File: config.mk
export PLATFORM = sky130hd
export DESIGN_NAME = mc_control
export DESIGN_NICKNAME = d
export VERILOG_FILES = /design/src/rtl/mc_pkg.sv /design/src/rtl/mc_ctrl_decode.sv /design/src/rtl/mc_control.sv
export SDC_FILE = /design/constraint.sdc
export NUM_CORES = 1
export LEC_CHECK = 0
export BUFFER_PORTS_ARGS = -buffer_cell sky130_fd_sc_hd__buf_4
export CORE_MARGIN = 2
export CORE_UTILIZATION = 52
export DETAILED_ROUTE_END_ITERATION = 10
export GPL_TIMING_DRIVEN = 0
export PLACE_DENSITY_LB_ADDON = 0.25
export SLEW_MARGIN = 20
export SYNTH_ARGS = -nofsm -noshare
export SYNTH_HDL_FRONTEND = slang
export SYNTH_SLANG_ARGS = --single-unit
File: constraint.sdc
create_clock -name clk -period 2.8 [get_ports clk]
set_clock_uncertainty 0.15 [all_clocks]
set_input_delay 0 -clock clk [delete_from_list [all_inputs] [get_ports clk]]
set_output_delay 0 -clock clk [all_outputs]
set_load 0.005 [all_outputs]
File: src/rtl/mc_pkg.sv
//------------------------------------------------------------------------------
// Module   : mc_pkg
// Brief    : Shared encodings for the multi-cycle MIPS control path
//            (opcodes, FSM states, ALU operand/op selects, control word).
// Revision : 1.0 - initial release
//------------------------------------------------------------------------------
`default_nettype none

package mc_pkg;

  localparam logic [5:0] c_op_rtype = 6'b000000;
  localparam logic [5:0] c_op_lw    = 6'b100011;
  localparam logic [5:0] c_op_sw    = 6'b101011;
  localparam logic [5:0] c_op_beq   = 6'b000100;
  localparam logic [5:0] c_op_addi  = 6'b001000;
  localparam logic [5:0] c_op_j     = 6'b000010;

  typedef enum logic [3:0] {
    S_FETCH  = 4'd0,
    S_DECODE = 4'd1,
    S_EXEC   = 4'd2,
    S_RWB    = 4'd3,
    S_MEMADR = 4'd4,
    S_MEMRD  = 4'd5,
    S_MEMWB  = 4'd6,
    S_MEMWR  = 4'd7,
    S_IWB    = 4'd8,
    S_BRANCH = 4'd9,
    S_JUMP   = 4'd10,
    S_HALT   = 4'd11
  } mc_state_t;

  localparam logic [1:0] c_srcb_b       = 2'd0;
  localparam logic [1:0] c_srcb_one     = 2'd1;
  localparam logic [1:0] c_srcb_imm     = 2'd2;
  localparam logic [1:0] c_srcb_imm_sl2 = 2'd3;

  localparam logic [1:0] c_aluop_add   = 2'd0;
  localparam logic [1:0] c_aluop_sub   = 2'd1;
  localparam logic [1:0] c_aluop_funct = 2'd2;

  typedef struct packed {
    logic       ir_write;
    logic       pc_inc;
    logic       pc_load;
    logic       pc_src;
    logic       reg_write;
    logic       reg_dst;
    logic       mem_to_reg;
    logic       mem_write;
    logic       mem_read;
    logic       alu_src_a;
    logic [1:0] alu_src_b;
    logic [1:0] alu_op;
  } mc_ctrl_t;

endpackage

`default_nettype wire

File: src/rtl/mc_ctrl_decode.sv
//------------------------------------------------------------------------------
// Module   : mc_ctrl_decode
// Brief    : Combinational state-to-control-word table for mc_control.
// Revision : 1.0 - initial release
//------------------------------------------------------------------------------
`default_nettype none

module mc_ctrl_decode
  import mc_pkg::*;
(
  input  mc_state_t state,
  input  logic      zero,
  output mc_ctrl_t  ctrl
);

  always_comb begin
    ctrl = '0;
    case (state)
      S_FETCH: begin
        ctrl.ir_write  = 1'b1;
        ctrl.pc_inc    = 1'b1;
        ctrl.alu_src_b = c_srcb_one;
      end
      // branch target is precomputed while the opcode is being decoded
      S_DECODE: ctrl.alu_src_b = c_srcb_imm_sl2;
      S_EXEC: begin
        ctrl.alu_src_a = 1'b1;
        ctrl.alu_src_b = c_srcb_b;
        ctrl.alu_op    = c_aluop_funct;
      end
      S_RWB: begin
        ctrl.reg_write = 1'b1;
        ctrl.reg_dst   = 1'b1;
      end
      S_MEMADR: begin
        ctrl.alu_src_a = 1'b1;
        ctrl.alu_src_b = c_srcb_imm;
        ctrl.alu_op    = c_aluop_add;
      end
      S_MEMRD: ctrl.mem_read = 1'b1;
      S_MEMWB: begin
        ctrl.reg_write  = 1'b1;
        ctrl.mem_to_reg = 1'b1;
      end
      S_MEMWR: ctrl.mem_write = 1'b1;
      S_IWB:   ctrl.reg_write = 1'b1;
      S_BRANCH: begin
        ctrl.alu_src_a = 1'b1;
        ctrl.alu_src_b = c_srcb_b;
        ctrl.alu_op    = c_aluop_sub;
        ctrl.pc_load   = zero;
      end
      S_JUMP: begin
        ctrl.pc_load = 1'b1;
        ctrl.pc_src  = 1'b1;
      end
      default: ctrl = '0;
    endcase
  end

endmodule

`default_nettype wire

File: src/rtl/mc_control.sv
//------------------------------------------------------------------------------
// Module   : mc_control
// Brief    : Multi-cycle MIPS control FSM with retired-instruction counter.
//            Optional MC_CTRL_ILLEGAL_TRAP_EN: unknown opcodes trap to HALT.
// Revision : 1.0 - initial release
//------------------------------------------------------------------------------
`default_nettype none

module mc_control
  import mc_pkg::*;
#(
  parameter int OP_W  = 6,
  parameter int FN_W  = 6,
  parameter int CNT_W = 32
) (
  input  logic             clk,
  input  logic             reset,
  input  logic [OP_W-1:0]  opcode,
  input  logic [FN_W-1:0]  funct,
  input  logic             zero,
  input  logic             mem_ready,
  output logic             ir_write,
  output logic             pc_inc,
  output logic             pc_load,
  output logic             pc_src,
  output logic             reg_write,
  output logic             reg_dst,
  output logic             mem_to_reg,
  output logic             mem_write,
  output logic             mem_read,
  output logic             alu_src_a,
  output logic [1:0]       alu_src_b,
  output logic [1:0]       alu_op,
  output logic [3:0]       state,
`ifdef MC_CTRL_ILLEGAL_TRAP_EN
  output logic             illegal_op,
`endif
  output logic [CNT_W-1:0] instr_count
);

  mc_state_t        r_state;
  mc_state_t        w_next;
  logic [CNT_W-1:0] r_count;
  mc_ctrl_t         w_ctrl;
  mc_ctrl_t         w_out;
  logic             w_unused_funct;

  // funct is consumed by the ALU control, not here
  assign w_unused_funct = ^funct;

  always_ff @(posedge clk or posedge reset) begin
    if (reset) r_state <= S_FETCH;
    else       r_state <= w_next;
  end

  always_comb begin
    w_next = r_state;
    case (r_state)
      S_FETCH:  w_next = S_DECODE;
      S_DECODE: begin
        case (opcode)
          c_op_rtype:                  w_next = S_EXEC;
          c_op_lw, c_op_sw, c_op_addi: w_next = S_MEMADR;
          c_op_beq:                    w_next = S_BRANCH;
          c_op_j:                      w_next = S_JUMP;
`ifdef MC_CTRL_ILLEGAL_TRAP_EN
          default:                     w_next = S_HALT;
`else
          default:                     w_next = S_FETCH;
`endif
        endcase
      end
      S_EXEC:   w_next = S_RWB;
      S_RWB:    w_next = S_FETCH;
      S_MEMADR: begin
        if (opcode == c_op_lw)      w_next = S_MEMRD;
        else if (opcode == c_op_sw) w_next = S_MEMWR;
        else                        w_next = S_IWB;
      end
      S_MEMRD:  w_next = mem_ready ? S_MEMWB : S_MEMRD;
      S_MEMWB:  w_next = S_FETCH;
      S_MEMWR:  w_next = mem_ready ? S_FETCH : S_MEMWR;
      S_IWB:    w_next = S_FETCH;
      S_BRANCH: w_next = S_FETCH;
      S_JUMP:   w_next = S_FETCH;
      S_HALT:   w_next = S_HALT;
      default:  w_next = S_FETCH;
    endcase
  end

  // an instruction retires on the edge that returns the FSM to FETCH
  always_ff @(posedge clk or posedge reset) begin
    if (reset)                 r_count <= '0;
    else if (w_next == S_FETCH) r_count <= r_count + CNT_W'(1);
  end

`ifdef MC_CTRL_ILLEGAL_TRAP_EN
  logic r_illegal;

  always_ff @(posedge clk or posedge reset) begin
    if (reset)                                         r_illegal <= 1'b0;
    else if (r_state == S_DECODE && w_next == S_HALT) r_illegal <= 1'b1;
  end

  assign illegal_op = r_illegal;
`endif

  mc_ctrl_decode u_decode (
    .state (r_state),
    .zero  (zero),
    .ctrl  (w_ctrl)
  );

  // FETCH decodes to live strobes, so the whole word is masked during reset
  assign w_out = reset ? '0 : w_ctrl;

  assign ir_write    = w_out.ir_write;
  assign pc_inc      = w_out.pc_inc;
  assign pc_load     = w_out.pc_load;
  assign pc_src      = w_out.pc_src;
  assign reg_write   = w_out.reg_write;
  assign reg_dst     = w_out.reg_dst;
  assign mem_to_reg  = w_out.mem_to_reg;
  assign mem_write   = w_out.mem_write;
  assign mem_read    = w_out.mem_read;
  assign alu_src_a   = w_out.alu_src_a;
  assign alu_src_b   = w_out.alu_src_b;
  assign alu_op      = w_out.alu_op;
  assign state       = r_state;
  assign instr_count = r_count;

endmodule

`default_nettype wire
==> flow_summary.toml <==
[drt]
wl_per_cell_um = 14.9
dr.pass1.iters = 4
vias_per_cell = 5.72
ant_nets = 0
routed_wl_um = 5230
vias = 2006
route.detailed.drc = 0
drt_iter0_markers = 122

[setup_path]
crit_path_end = "instr_count[20]"
r2r_end = "instr_count[20]"
crit_type = "flop to flop"
worst-r2r-cell-count = 7
reg2reg_from = "instr_count[0]"
setup.worst_path.end_class = "flop"
startpoint = "instr_count[0]"
cp.required_ps = 2820
critical_path.startpoint_type = "flop"
r2r_slack_ps = 410
crit_fanout = 5
crit_arrival_ps = 2410

[synthesis]
netlist_instances = 229
synth-seq-area-share_pct = 40.9
syn_area_per_cell_um2 = 9.62
ys.flop_type = "dfrtp_1"
ys_ff_latch = 36
yosysWarnings = 0
synth_area_leaders = "dfrtp_1 41%, xor2_1 9.1%, nor4_2 5.1%"
async_reset_ff_share_pct = 100
yosys.area.top_type = "dfrtp_1"
yosys.area.top_type_share_pct = 40.9
synth_edf_count = 0
synth_cell_types = 48
syn_area_um2 = 2200
syn_nets = 246

[final_layout]
antenna_cells = 0
fin_cells = 351
final_util_pct = 71.6
nets = 317
finalInstanceArea_um2 = 2880
layout-drive-gt1-share_pct = 34.6
areaGrowthSynthToFinish_pct = 30.9

[die]
ios = 66
initial_core_util_pct = 54.7
die_h_um = 69.1
die_x_um = 69.1
fp.coreArea_um2 = 4030
die_area_um2 = 4770
row_count = 23

[timing]
max_slew_margin_pct = 55.2
setup_viol = 0
fin_tns_setup_ps = 0
rsz0062_at_grt = "false"
hold_viol = 0
slew_viol_final = 0
finalHoldWorstSlack_ps = 9.53
max_freq_mhz = 419
layout_min_cycle_time_ps = 2390
min_period_over_period_pct = 85.3
worstMarginPinSlew_ps = 665

[clock_network]
post_cts_buffers = 0
numCtsBuffers = 5
tritoncts = "built"
cts.htree.levels = 2
worstSkewPairLatency_ps = 290
cts_max_path_buffers = 2
clk_pin_slew_ps = 60
cts-root-buf = "clkbuf_8"
clock-sinks = 36

[placed_design]
gp_congestion = 0.790
hpwlAfterDp_um = 3830
portBuffers = 58
dpl_cell_area_um2 = 2720
dp_cells = 338

[global_route]
grtUsageTotal_pct = 23.6
grt_max_degree = 28
grt_pass1_vias = 1969
gr-total-overflow = 0
grt_pass1_wl_um = 9300
antenna_found_initial = 0

[power]
peakVddDrop_v = 0.000368
cellPowerDensity_nw_per_um2 = 350
p_leak_nw = 1.39

[hold_path]
hp-class = "input port to flop"

[status]
status = "finished, final reports clean"

[job]
drv_cap = 0
-- state kept, by name, indices dropped and copies added (netlist names) --
| register | count |
|---|---|
| instr_count | 32 |
| state | 4 |
-- kinds of logic after synthesis --
kind of cell	Yosys count	share of synthesized area, %
xor gates and xnor gates	32	13.4
and+or+nand+nor	123	33.8
adders and majority gates	1	0.568
buffers and inverters	19	4.83
DFF	36	40.9
AOI/OAI and AO/OA	17	5.96
muxes	1	0.511
-- cell usage in the layout, fill, tap and decap left out, types with 2 or more instances in the layout --
cell type / count
clkbuf_8: 5
or2_2: 2
buf_6: 2
nor3_1: 21
xor2_1: 23
xnor2_2: 2
a21oi_1: 2
nor3b_1: 3
clkbuf_1: 3
buf_4: 61
or3_1: 2
dfrtp_1: 36
nand3_1: 13
nand3_2: 2
nor4_1: 6
nand2b_1: 3
xnor2_1: 7
nor2_1: 12
and3_1: 5
o21ai_1: 2
buf_2: 7
nand2_1: 25
nand4_1: 7
nor4_2: 9
o32a_1: 2
nor3_2: 2
a21o_1: 2
inv_1: 4
dlygate4sd3_1: 5
-- stage by stage --
step	power (mW)	setup WS, ps
finish	1.01	413
CTS	1.02	87.7
floorplan	0.544	660
global route	1.05	242
detailed placement	0.564	434
global placement	0.560	439
-- layout make-up --
cell class / count / area [um2]
inverter: 5 / 18.8
clock buffer: 6 / 72.6
multi-input combinational: 174 / 1200
tap: 50 / 62.6
sequential: 36 / 901
buffer: 14 / 87.6
clock inverter: 2 / 35.0
timing repair buffer: 64 / 505
fill: 322 / 1140
-- power by group --
part / total [mW] / switching [mW] / internal [mW]
clock network: 0.450 / 0.186 / 0.264
registers: 0.520 / 0 / 0.520
logic: 0.0384 / 0.0214 / 0.0170
-- synthesized netlist by cell type, drive strengths merged (2+ instances only) --
cell,number
a21o,2
a21oi,2
and3,5
buf,12
clkbuf,2
dfrtp,36
inv,5
nand2,25
nand2b,3
nand3,15
nand4,7
nor2,12
nor2b,2
nor3,23
nor3b,3
nor4,15
o21ai,2
o31ai,2
o32a,2
or2,4
or3,3
or4,2
xnor2,9
xor2,23
-- repair_timing --
item | CTS | global route
endpoints found under the setup margin | 0 | 1
gates resized for setup | 0 | 1
endpoints found under the hold margin | 39 | 0
hold buffers | 6 | 0
-- worst min path at each step --
stage,endpoint,depth (start not counted),slack [ps],start
finish,state[0],4,10,opcode[1]
CTS,state[3],4,30,opcode[5]
floorplan,pc_load,1,-50,zero
global placement,pc_load,3,110,zero
detailed placement,instr_count[9],2,-40,reset
global route,state[3],4,40,opcode[5]
-- critical path, stage by stage (launching register included) --
cell and delay (ps):
dfrtp_1 420, ha_1 210, nand2_1 70, or2_4 270, nor3_2 360, nand2_1 140
or4_4 510, xnor2_2 140
-- per-layer routing --
layer | vias up | share of wire, % | track usage (%)
met5 | - | 0 | 0
met4 | 0 | 1.3 | 9.15
met3 | 6 | 5.5 | 4.82
met2 | 71 | 50 | 39.4
met1 | 973 | 43 | 30.1
li1 | 956 | - | -
Power figures use the tool's default switching activity.
